$ cat config.mk
export PLATFORM = sky130hd
export DESIGN_NAME = drag_tree_sequencer
export DESIGN_NICKNAME = d
export VERILOG_FILES = /design/src/rtl/drag_race_pkg.sv /design/src/rtl/drag_step_timer.sv /design/src/rtl/drag_tree_sequencer.sv
export SDC_FILE = /design/constraint.sdc
export NUM_CORES = 1
export LEC_CHECK = 0
export ABC_AREA = 1
export CAP_MARGIN = 20
export CORE_ASPECT_RATIO = 1.2
export CORE_UTILIZATION = 40
export CTS_BUF_LIST = sky130_fd_sc_hd__clkbuf_8
export DETAILED_ROUTE_END_ITERATION = 8
export SLEW_MARGIN = 20
export SYNTH_ARGS = -nofsm -noshare
export SYNTH_HDL_FRONTEND = slang
export SYNTH_SLANG_ARGS = --single-unit
$ cat constraint.sdc
create_clock -name clk -period 3.85 [get_ports clk]
set_input_delay 1.155 -clock clk [delete_from_list [all_inputs] [get_ports clk]]
set_output_delay 1.155 -clock clk [all_outputs]
set_load 0.05 [all_outputs]
$ cat src/rtl/drag_race_pkg.sv
// Shared types and display constants for the drag-race start tree.
// Segments are active-low, so a cleared pattern lights every segment.
package drag_race_pkg;

    typedef enum logic [1:0] {
        IDLE  = 2'd0,
        AMBER = 2'd1,
        GREEN = 2'd2,
        DONE  = 2'd3
    } state_t;

    localparam logic [6:0] HEX_ON   = 7'b0000000;
    localparam logic [6:0] HEX_OFF  = 7'b1111111;
    localparam logic [6:0] HEX_FOUL = 7'b0111111;

endpackage

$ cat src/rtl/drag_step_timer.sv
// Step timer: counts TICKS_PER_STEP enabled cycles per step and keeps a step count.
// step_done is high during the last tick of each step, so the owner can act on that same edge.
module drag_step_timer #(
    parameter int TICKS_PER_STEP = 25_000_000,
    parameter int STEP_W         = 4
) (
    input  logic              clk,
    input  logic              rst_n,
    input  logic              clr,
    input  logic              en,
    output logic              step_done,
    output logic [STEP_W-1:0] step
);

    localparam int TICK_W = $clog2(TICKS_PER_STEP);
    localparam logic [TICK_W-1:0] TICK_MAX = TICK_W'(TICKS_PER_STEP - 1);

    logic [TICK_W-1:0] tick;

    assign step_done = en && (tick == TICK_MAX);

    always_ff @(posedge clk or negedge rst_n) begin
        if (!rst_n) begin
            tick <= '0;
            step <= '0;
        end else if (clr) begin
            tick <= '0;
            step <= '0;
        end else if (en) begin
            if (tick == TICK_MAX) begin
                tick <= '0;
                step <= step + 1'b1;
            end else begin
                tick <= tick + 1'b1;
            end
        end
    end

endmodule

$ cat src/rtl/drag_tree_sequencer.sv
// Drag-race start tree: amber countdown, green, per-lane foul/win judging.
// Every output is registered and reflects the decision made on the previous edge.
module drag_tree_sequencer
    import drag_race_pkg::*;
#(
    parameter int LANES          = 2,
    parameter int AMBER_STAGES   = 3,
    parameter int TICKS_PER_STEP = 25_000_000,
    parameter int TIMEOUT_STEPS  = 8,
    parameter int RT_W           = 32
) (
    input  logic                          clk,
    input  logic                          rst_n,
    input  logic                          start,
    input  logic [LANES-1:0]              launch,
    output logic [(AMBER_STAGES+1)*7-1:0] hex_tree,
    output logic [LANES*7-1:0]            hex_lane,
    output logic                          busy,
    output logic [LANES-1:0]              foul,
    output logic [LANES-1:0]              winner,
    output logic [RT_W-1:0]               reaction
);

    localparam int TREE_W    = (AMBER_STAGES + 1) * 7;
    localparam int MAX_STEPS = (AMBER_STAGES > TIMEOUT_STEPS) ? AMBER_STAGES : TIMEOUT_STEPS;
    localparam int STEP_W    = $clog2(MAX_STEPS + 1);
    localparam logic [STEP_W-1:0] LAST_AMBER   = STEP_W'(AMBER_STAGES - 1);
    localparam logic [STEP_W-1:0] LAST_TIMEOUT = STEP_W'(TIMEOUT_STEPS - 1);

    state_t            state;
    logic [LANES-1:0]  launch_q;
    logic [LANES-1:0]  launch_evt;
    logic [LANES-1:0]  win_mask;
    logic [RT_W-1:0]   rt_cnt;
    logic              step_done;
    logic [STEP_W-1:0] step;
    logic              timer_en;
    logic              timer_clr;
    logic              amber_last;
    logic              green_timeout;

    function automatic logic [TREE_W-1:0] tree_digit(input int idx);
        logic [TREE_W-1:0] t;
        t = {TREE_W{1'b1}};
        t[idx*7 +: 7] = HEX_ON;
        return t;
    endfunction

    assign launch_evt    = launch & ~launch_q;
    assign win_mask      = launch_evt & ~foul;
    assign amber_last    = step_done && (step == LAST_AMBER);
    assign green_timeout = step_done && (step == LAST_TIMEOUT);
    assign timer_en      = (state == AMBER) || (state == GREEN);
    // The timer restarts both at race start and at green entry so it can time the timeout too.
    assign timer_clr     = (((state == IDLE) || (state == DONE)) && start)
                         || ((state == AMBER) && amber_last);

    drag_step_timer #(
        .TICKS_PER_STEP(TICKS_PER_STEP),
        .STEP_W        (STEP_W)
    ) u_timer (
        .clk      (clk),
        .rst_n    (rst_n),
        .clr      (timer_clr),
        .en       (timer_en),
        .step_done(step_done),
        .step     (step)
    );

    always_ff @(posedge clk or negedge rst_n) begin
        if (!rst_n) begin
            state    <= IDLE;
            launch_q <= '0;
            rt_cnt   <= '0;
            hex_tree <= {TREE_W{1'b1}};
            hex_lane <= {(LANES*7){1'b1}};
            busy     <= 1'b0;
            foul     <= '0;
            winner   <= '0;
            reaction <= '0;
        end else begin
            launch_q <= launch;
            case (state)
                IDLE, DONE: begin
                    if (start) begin
                        state    <= AMBER;
                        busy     <= 1'b1;
                        foul     <= '0;
                        winner   <= '0;
                        reaction <= '0;
                        hex_lane <= {(LANES*7){1'b1}};
                        hex_tree <= tree_digit(0);
                    end
                end
                AMBER: begin
                    for (int i = 0; i < LANES; i++) begin
                        if (launch_evt[i]) begin
                            foul[i]            <= 1'b1;
                            hex_lane[i*7 +: 7] <= HEX_FOUL;
                        end
                    end
                    if (step_done) begin
                        if (amber_last) begin
                            state    <= GREEN;
                            rt_cnt   <= '0;
                            hex_tree <= tree_digit(AMBER_STAGES);
                        end else begin
                            hex_tree <= tree_digit(int'(step) + 1);
                        end
                    end
                end
                GREEN: begin
                    if (rt_cnt != {RT_W{1'b1}}) begin
                        rt_cnt <= rt_cnt + 1'b1;
                    end
                    // A real launch beats a timeout landing on the same cycle.
                    if (|win_mask) begin
                        state    <= DONE;
                        busy     <= 1'b0;
                        winner   <= win_mask;
                        reaction <= rt_cnt;
                        hex_tree <= {TREE_W{1'b1}};
                        for (int i = 0; i < LANES; i++) begin
                            if (win_mask[i]) begin
                                hex_lane[i*7 +: 7] <= HEX_ON;
                            end
                        end
                    end else if ((&foul) || green_timeout) begin
                        state    <= DONE;
                        busy     <= 1'b0;
                        hex_tree <= {TREE_W{1'b1}};
                    end
                end
                default: begin
                    state <= IDLE;
                end
            endcase
        end
    end

endmodule

==> metrics.md <==
| Metric | Value |
|---|---|
| Outcome | completed |
| R2r worst-path depth | 8 |
| R2r endpoint | reaction[5] |
| Met3 Resource Use GR | 2.208% |
| CTS Hold Bufs | 0 |
| Worst clock skew | 0.01011 ns |
| Final period util | 77.39% |
| Global route overflow | 0 |
| WP depth | 1 |
| Final Max Slew Viols | 0 |
| Synth Warn # | 0 |
| Slew @ Worst Pin | 1.022 ns |
| Worst-path maximum fanout | 8 |
| Startpoint types | flip-flop |
| Relative slew slack | 31.74% |
| Detailed Route Iter0 Violations | 407 |
| Yosys top cell by area | dfrtp_1 |
| H-tree lvl count | 3 |
| Synth top area cells | dfrtp_1 38%, nand2_1 19%, nor2_1 7.6% |
| Fraction of the mapped netlist area in compound gates | 5.164% |
| Vias/cell | 4.977 |
| Hold path depth | 2 |
| Yosys cell types | 35 |
| Multiplexer share of the synthesized area | 0% |
| CTS resizes | 0 |
| CP Capture Type | output port |
| #FFs+latches synth | 110 |
| Worst path max stage delay | 0.83 ns |
| Worst r2r src | state[0] |
| Final core utilization | 46.72% |
| Grt peak-use layer | met2 |
| Die Span X | 120.7 µm |
| Max Clock Freq | 335.6 MHz |
| Leakage power | 3.337 nW |
| Bufs and invs on worst path | 1 |
| M2 GR Usage | 37.42% |
| Family with the most delay on the worst path | buffers and inverters |
| Die footprint | 0.01743 mm² |
| Max Buffers Root-to-Sink | 2 |
| Share of cells above drive strength 1 | 4.728% |
| RSZ-0062 raised after global routing | no |
| Vias in the first global route | 5684 |
| Post-Synth XOR/XNOR Area | 3.757% |
| DRC | 0 |
| Final setup TNS | 0 ns |
| Detail Route Antenna Nets | 0 |
| Hold_sp | reaction[4] |
| Post-synth ARST share | 100.0% |
| Hold Fails Final Rpt | 0 |
| Synth top area share | 37.76% |
| P per Cell Area | 622.7 mW/mm² |
| Max-capacitance violation count | 0 |
| GRT Util Overall | 20.68% |
| Post-synthesis simple-gate area fraction | 38.33% |
| Register area share after synthesis | 40.87% |
| Type of the worst min-delay path | reg -> reg |
| Nets | 1003 |
| Hold Path Sink | reaction[4] |
| WL final | 17240 µm |
| EDFF count, synth | 0 |
| Met1 usage in global routing | 24.86% |
| Clock Sink Count | 110 |
| Port Buffers | 83 |
| VDD IR-drop max | 304.1 µV |
| Crit Path Category | reg -> out |
| DR vias | 6002 |
| Clk Latency, worst-skew pair | 0.40 ns |
| Final setup viols | 0 |
| Final worst path period need | 2.979 ns |
| Post-Syn Nets | 972 |
| Placer Congestion | 0.8903 |
| Initial antenna violation count | 0 |
| CTS tree | built |
| Slowest cell on crit path | clkdlybuf4s50_1 |
| Adder-Cell Fraction of Synth Area | 1.481% |
| CTS Buf Count | 9 |
| Area of the core | 0.01640 mm² |
| # diodes | 0 |
| Post-CTS setup repair buffer count | 0 |
| First-pass GRT wire length | 28350 µm |
| Rows | 51 |
| Routed WL per cell | 14.30 µm |
| Syn avg cell area | 7.049 µm² |
| Clk pin slew, worst setup/hold paths | 0.11 ns |
| Netlist Area Pre-Place | 0.006760 mm² |
| Die Y | 144.4 µm |
| # IOs | 84 |
| Critical-path cell list | clkdlybuf4s50_1 |
| Initial core utilization | 41.22% |
| Flop2flop setup slack | 0.96 ns |
| Largest net degree at the start of global routing | 78 |
| First-pass iteration count of the detailed router | 5 |
| CTS root buf | clkbuf_8 |
| Main combinational cell family by area after synthesis | simple AND/OR/NAND/NOR gates |
| Top_reg_cell synth | dfrtp_1 |
| Syn Inst Count | 959 |
| Layout area overhead | 13.34% |
| CP arrival | 1.82 ns |
| DPL Wire Length | 12450 µm |
| Required @ worst endpoint | 2.69 ns |
## logic make-up (layout without fill, tap and decap cells)
kind of cell / count (synthesis) / in the layout
AOI/OAI and AO/OA: 53 / 53
buffers and inverters: 138 / 173
DFF: 110 / 110
adders and majority gates: 8 / 8
xor gates and xnor gates: 29 / 29
and+or+nand+nor: 621 / 621
## flip-flops by register name, summed over array words and instances (netlist names), 2 cells and up
name	count
foul	2
reaction	32
winner	2
u_timer.tick	25
u_timer.step	4
hex_lane	4
state	2
launch_q	2
hex_tree	4
rt_cnt	32
## layer usage
layer / part of all wire (%) / vias up / wire length [µm]
li1: - / 3073 / -
met1: 44 / 2798 / 7517
met2: 52 / 110 / 8899
met3: 2.5 / 21 / 425
met4: 2.3 / 0 / 399
met5: 0 / - / 0
## cells in the final DEF, fill, tap and decap left out, types with 2 or more instances in the layout
cell,n
clkdlybuf4s50_1,82
nand2_4,2
nand3_1,93
clkbuf_8,9
nand3b_1,2
nand2_1,334
nor2_1,137
nand2_2,2
dfstp_2,8
a31oi_1,2
xor2_1,23
nor3b_1,2
clkinv_4,3
nor2_2,2
ha_1,8
nand4_1,10
inv_2,3
xnor2_1,6
a21oi_1,7
inv_1,66
dfrtp_1,102
o21ai_0,13
o21ai_2,2
nor3_1,28
o31ai_1,28
buf_4,5
nand3_2,4
## cell type report
| type | count | area (µm²) |
|---|---|---|
| fillers | 1692 | 8737 |
| well taps | 212 | 265.3 |
| flip-flops and latches | 110 | 2763 |
| inverters | 70 | 262.8 |
| clock buffers | 9 | 123.9 |
| repair buffers | 88 | 878.3 |
| multi-input cells | 711 | 3297 |
| clock inverters | 6 | 72.57 |
## power by group
group | switching [mW] | leakage, nW | internal (mW) | total (mW)
registers | 0.124 | 1.49 | 1.29 | 1.42
clock network | 0.431 | 0.101 | 0.305 | 0.736
logic | 1.97 | 1.75 | 0.644 | 2.62
total | 2.53 | 3.34 | 2.24 | 4.77
## per-stage QoR
stage	setup WS (ns)	area (µm²)	total power, mW	cells	hold WS (ns)
2_1_floorplan	1.661	6760	3.582	959	0.4710
3_3_place_gp	0.7897	7466	4.079	1191	0.4666
3_5_place_dp	0.7350	7466	4.084	1191	0.4726
4_1_cts	0.8477	7662	4.830	1206	0.4996
5_1_grt	0.7104	7662	5.079	1206	0.5210
6_report	0.8705	7662	4.771	1206	0.4918
## worst max path at each step
stage / slack, ns / to / from
after detailed placement: 0.74 / reaction[5] / start
after global routing: 0.71 / reaction[15] / state[0]
after CTS: 0.85 / hex_tree[24] / hex_tree[26]
after floorplan: 1.66 / reaction[0] / start
final: 0.87 / hex_tree[24] / hex_tree[26]
after global placement: 0.79 / reaction[15] / start
## synth_stat cells, drive strengths merged, types with 2 or more instances
cell type  number
nand3          97
a21oi           7
nand2         338
o21ai          15
nand3b          2
o31ai          28
ha              8
xnor2           6
inv            69
dfrtp         102
nor3           29
nor3b           2
xor2           23
buf            51
nand4          10
clkbuf         17
nor2          140
dfstp           8
a31oi           2
No activity file was read; power rests on OpenSTA's default activity.
==> edit 1, RTL diff (same flow settings) <==
Reset style: synchronous (`rst_n`), changed in 2 clocked blocks.
--- a/src/rtl/drag_step_timer.sv
+++ b/src/rtl/drag_step_timer.sv
@@ -19,7 +19,7 @@
 
     assign step_done = en && (tick == TICK_MAX);
 
-    always_ff @(posedge clk or negedge rst_n) begin
+    always_ff @(posedge clk) begin
         if (!rst_n) begin
             tick <= '0;
             step <= '0;
--- a/src/rtl/drag_tree_sequencer.sv
+++ b/src/rtl/drag_tree_sequencer.sv
@@ -67,7 +67,7 @@
         .step     (step)
     );
 
-    always_ff @(posedge clk or negedge rst_n) begin
+    always_ff @(posedge clk) begin
         if (!rst_n) begin
             state    <= IDLE;
             launch_q <= '0;
Check against the original RTL: differs if rst_n is asserted again (counterexample within 4 cycles, from zero or initial values and one cycle with rst_n low); with rst_n held inactive, the same outputs for 4 cycles.
==> edit 1 against the original RTL <==
Die area fell by 8.1%; maximum frequency is 2.9% higher; sequential power fell by 9.9%; area after synthesis is 8.3% lower; sequential cell count stayed put; sequential share of layout area is 5.5 points lower; routed wire length decreased by 10%; power decreased by 19%; design area is 6.1% lower; first-iteration DRC count down 47%; clock skew grew 0.0079 ns; global-route usage fell by 0.48 points; setup slack improved by 0.084 ns; critical path type unchanged.
==> edit 1: results (changes against the original RTL) <==
Place
  – PortBufs: 83 (unchanged)
  – DP HPWL: 11.40 mm (-8.4%)
  – RD Place Congestion: 0.8829 (-0.83%)

Global routing
  – Grt ovf: 0 (unchanged)
  – Total Routing Usage GR: 20.21% (-0.48 points)
  – Initial antenna violation count: 0 (unchanged)
  – Wire length of the first global-routing pass: 25.77 mm (-9.1%)
  – Largest net degree at the start of global routing: 43 (-45%)
  – Number of global-route vias before repair: 5268 (-7.3%)

Power
  – Static Leak: 2.596 nW (-22%)
  – Peak VDD IR: 386.7 uV (+27%)

Synth
  – Async S/R FF share, synth: 0% (-100 points)
  – Synth area leaders: dfxtp_1 (36%), nand2_1 (15%), nor2_1 (9.8%), inv_1 (5.0%), nand3_1 (4.9%)
  – Post-synthesis sequential area ratio: 35.51% (-5.4 points)
  – Most frequent cells after synthesis: nand2_1 (241), nor2_1 (162), dfxtp_1 (110), inv_1 (83), nand3_1 (61)
  – Syn nets: 931 (-4.2%)
  – Cell variety after synth: 38 (+8.6%)
  – Yosys Warn Count: 0 (unchanged)

Clock network
  – Number of CTS-inserted buffers: 9 (unchanged)
  – Deepest clock path buffer count: 2 (unchanged)
  – Skew-Pair Late Insertion Delay: 0.40 ns (about the same)
  – CTS Root Cell: clkbuf_8
  – H-tree depth: 3 (unchanged)
  – Worst-path clk slew: 0.10 ns
  – Post-CTS Setup Repair Bufs: 0 (unchanged)
  – Post-CTS sizing: 0 (unchanged)

Cells and area
  – Number of filler instances in the final layout: 1601 (-5.4%)
  – Share of cells above drive strength 1: 8.420% (+3.7 points)
  – Top Registers: reaction x32, rt_cnt x32, u_timer.tick x25
  – # nets final: 971 (-3.2%)
  – Antenna cells: 0 (unchanged)

Status
  – Status: completed

Route
  – DRT Pass-1 Iters: 6 (+1)
  – DR vias: 5643 (-6.0%)
  – Drt wl/cell: 13.24 um (-7.4%)
  – Drt initial violations: 216 (-47%)
  – ANT nets after route: 0 (unchanged)

Worst hold path
  – Min-Delay Path Class: flip-flop to flip-flop

Critical path
  – Crit path largest cell delay: 0.87 ns (+0.04 ns)
  – Crit path max-delay family: buffers and inverters
  – CP arrival: 1.74 ns (-0.08 ns)
  – CP max-delay cell: clkdlybuf4s50_1
  – Crit-path max FO: 8 (unchanged)

STA
  – Worst Skew: 0.01804 ns (+0.007931 ns)
  – Final Max Tran Viols: 0 (unchanged)
  – Worst rel slew slack: 61.95% (+30 points)
==> edit 1: changes by cell type after synthesis, moves of 18 or more <==
cell     delta
dfrtp_1   -102
dfxtp_1   +110
o31ai_1    -28
nor2_1     +25
nor3_1     -18
nand2_1    -94
nand3_1    -32
a22oi_1    +32
a21oi_2    +27
==> edit 1: final cells by class <==
class	instances	area, sq um	area share [%]
multi-input cells	658	3257	45.26
repair buffers	90	908.4	12.62
inverters	89	336.6	4.677
flip-flops and latches	110	2202	30.60
well taps	204	255.2	3.547
clock inverters	5	98.84	1.374
clock buffers	10	137.6	1.913
==> edit 1: final timing paths <==
path	start	endpoint	slack, ns	cells past startpoint
worst min register to register	winner[1]$_SDFFE_PN0P_	winner[1]$_SDFFE_PN0P_	0.48	2
worst max-delay path	hex_tree[26]$_SDFFE_PN1P_	hex_tree[26]	0.95	1
worst min-delay path	winner[1]$_SDFFE_PN0P_	winner[1]$_SDFFE_PN0P_	0.48	2
worst max register to register	state[0]$_SDFFE_PN0P_	u_timer.tick[11]$_SDFFE_PP0N_	1.29	13
==> edit 1: cells by family after synthesis <==
logic type / Yosys count / synth area share [%]
and+or+nand+nor: 518 / 35.77
AOI/OAI and AO/OA: 111 / 12.16
DFF: 110 / 35.51
adders and majority gates: 8 / 1.614
xor gates and xnor gates: 21 / 2.965
buffers and inverters: 150 / 11.98
==> edit 1: power breakdown <==
group / leakage, nW / total (mW) / switching [mW] / internal [mW]
Clock: 0.124 / 0.846 / 0.403 / 0.443
Combinational: 1.58 / 1.74 / 1.28 / 0.466
Sequential: 0.890 / 1.28 / 0.0735 / 1.20
==> edit 1: per-stage QoR <==
| stage | util, % | hold WS, ns | worst slack, ns | instance area [sq um] | cells |
|---|---|---|---|---|---|
| after floorplan | - | 0.4624 | 1.683 | 6202 | 918 |
| after CTS | 47.71 | 0.4883 | 0.9281 | 7196 | 1166 |
| after global placement | 46.14 | 0.4660 | 0.9707 | 6959 | 1151 |
| final | 47.71 | 0.4842 | 0.9543 | 7196 | 1166 |
| after global routing | 47.71 | 0.5069 | 0.9010 | 7196 | 1166 |
| after detailed placement | 46.14 | 0.4694 | 0.9837 | 6959 | 1151 |
==> edit 1: routing by layer <==
metal  GRT usage, %  part of all wire [%]
met4          7.692                   1.8
met2          34.98                    51
met3          2.893                   2.9
met1          25.00                    44
met5              0                     0
==> edit 2, RTL diff (same flow settings) <==
Without the edit above. `TICKS_PER_STEP` is set to 25_000_000 in 2 places; all go to 100_000_000.
--- a/src/rtl/drag_step_timer.sv
+++ b/src/rtl/drag_step_timer.sv
@@ -1,7 +1,7 @@
 // Step timer: counts TICKS_PER_STEP enabled cycles per step and keeps a step count.
 // step_done is high during the last tick of each step, so the owner can act on that same edge.
 module drag_step_timer #(
-    parameter int TICKS_PER_STEP = 25_000_000,
+    parameter int TICKS_PER_STEP = 100_000_000,
     parameter int STEP_W         = 4
 ) (
     input  logic              clk,
--- a/src/rtl/drag_tree_sequencer.sv
+++ b/src/rtl/drag_tree_sequencer.sv
@@ -5,7 +5,7 @@
 #(
     parameter int LANES          = 2,
     parameter int AMBER_STAGES   = 3,
-    parameter int TICKS_PER_STEP = 25_000_000,
+    parameter int TICKS_PER_STEP = 100_000_000,
     parameter int TIMEOUT_STEPS  = 8,
     parameter int RT_W           = 32
 ) (
Check against the original RTL: no difference found for any inputs over 4 cycles, from zero or initial values and one cycle with rst_n low; that may be too few to reach the edited logic, so the function may still have changed.
==> edit 2 against the original RTL <==
Design area increased by 3.2%; routed wire length increased by 3.1%; area after synthesis increased by 3.0%; sequential share of layout area shrank 0.47 points; sequential cell count grew 2; critical path depth unchanged; largest power group unchanged; setup slack got worse by 0.017 ns; power increased by 1.2%; critical endpoint unchanged; non-clock buffer count rose by 2.
==> edit 2: results (changes against the original RTL) <==
Cells and area
  – Share of cells above drive strength 1: 6.043% (+1.3 points)
  – Top Registers: reaction x32, rt_cnt x32, u_timer.tick x27
  – Design area: 7904 sq um (+3.2%)
  – Number of filler instances in the final layout: 1751 (+3.5%)

Route
  – Max Used Layer: met4
  – Via density: 4.949 (-0.55%)
  – WL final: 17.77 mm (+3.1%)
  – Drt wl/cell: 14.31 um (about the same)
  – Metal3 WL: 580 um (+36%)
  – Wire length on met2: 8.774 mm (-1.4%)
  – Drt initial violations: 320 (-21%)
  – WL met1: 8.066 mm (+7.3%)

Place
  – DP HPWL: 12.90 mm (+3.6%)
  – RD Place Congestion: 0.9450 (+6.1%)
  – Placed Instances: 1226 (+2.9%)
  – Dpl cell area: 7709 sq um (+3.3%)
  – Dpl ws: 0.9934 ns (+0.2583 ns)

Critical path
  – CP endpoint: hex_tree[24]
  – Worst r2r dst: rt_cnt[28]$_DFFE_PN0P_
  – Reg2reg path depth: 7 (-1)
  – CP arrival: 1.84 ns (+0.02 ns)
  – Worst reg-to-reg setup slack: 1.08 ns (+0.12 ns)
  – Crit path max-delay family: buffers and inverters
  – Reg2reg start: state[1]$_DFFE_PN0P_
  – CP max-delay cell: clkdlybuf4s50_1

STA
  – F_max: 333.7 MHz (-0.58%)
  – Worst Skew: 0.01536 ns (+0.005255 ns)
  – Worst Hold Slack: 0.4907 ns (-0.001066 ns)
  – Worst-Margin Slew: 0.9051 ns (-0.1174 ns)

Synth
  – Adder-cell share of the synthesized area: 1.438% (-0.043 points)
  – Post-synthesis cell count: 989 (+3.1%)
  – Yosys Warn Count: 0 (unchanged)
  – XOR/XNOR Fraction of Synth Area: 2.894% (-0.86 points)
  – Cell variety after synth: 35 (unchanged)
  – Syn nets: 1002 (+3.1%)
  – Post-synthesis sequential area ratio: 40.40% (-0.46 points)
  – Synth area leaders: dfrtp_1 (37%), nand2_1 (17%), nor2_1 (7.8%), nand3_1 (5.9%), inv_1 (4.6%)
  – Compound-Gate Fraction of Synth Area: 5.985% (+0.82 points)
  – Most frequent cells after synthesis: nand2_1 (324), nor2_1 (145), dfrtp_1 (104), inv_1 (86), nand3_1 (82)

Power
  – Sw Pwr: 2.575 mW (+1.8%)
  – Static Leak: 3.500 nW (+4.9%)
  – Peak VDD IR: 414.9 uV (+36%)

Global routing
  – Number of global-route vias before repair: 5692 (+0.14%)
  – Largest net degree at the start of global routing: 69 (-12%)
  – Met3 usage: 3.242% (+1.0 points)
  – Global-route track usage on met1: 26.65% (+1.8 points)
  – Met2 usage: 34.52% (-2.9 points)
  – Total Routing Usage GR: 20.56% (-0.12 points)
  – Wire length of the first global-routing pass: 29.05 mm (+2.5%)

Clock network
  – Number of CTS-inserted buffers: 9 (unchanged)
  – Post-CTS Setup Repair Bufs: 0 (unchanged)
  – H-tree depth: 3 (unchanged)

Status
  – Status: completed

Worst hold path
  – Critical hold path startpoint: reaction[25]$_DFFE_PN0P_
  – Hold EP: reaction[25]$_DFFE_PN0P_
[edit 2: cell types whose count changed after synthesis, moves of 4 or more]
cell,unedited run,this run
inv_1,66,86
nand4_1,10,28
nand2_1,335,324
nand3_1,93,82
nor2_1,137,145
nor3_1,28,21
o31ai_1,28,32
[edit 2: power by group through the flow]
| stage | clock [mW] | combinational, mW | sequential [mW] |
|---|---|---|---|
| after detailed placement | 0 | 2.69 | 1.46 |
| final | 0.725 | 2.67 | 1.44 |
| after floorplan | 0 | 1.93 | 1.66 |
| after CTS | 0.751 | 2.69 | 1.44 |
| after global routing | 0.792 | 2.88 | 1.46 |
| after global placement | 0 | 2.67 | 1.45 |
[edit 2: area by class of cell]
cell class / count / area share, %
inverters: 92 / 4.385
multi-input cells: 716 / 42.69
repair buffers: 90 / 11.46
clock buffers: 9 / 1.567
flip-flops and latches: 112 / 35.59
well taps: 216 / 3.419
clock inverters: 7 / 0.8865
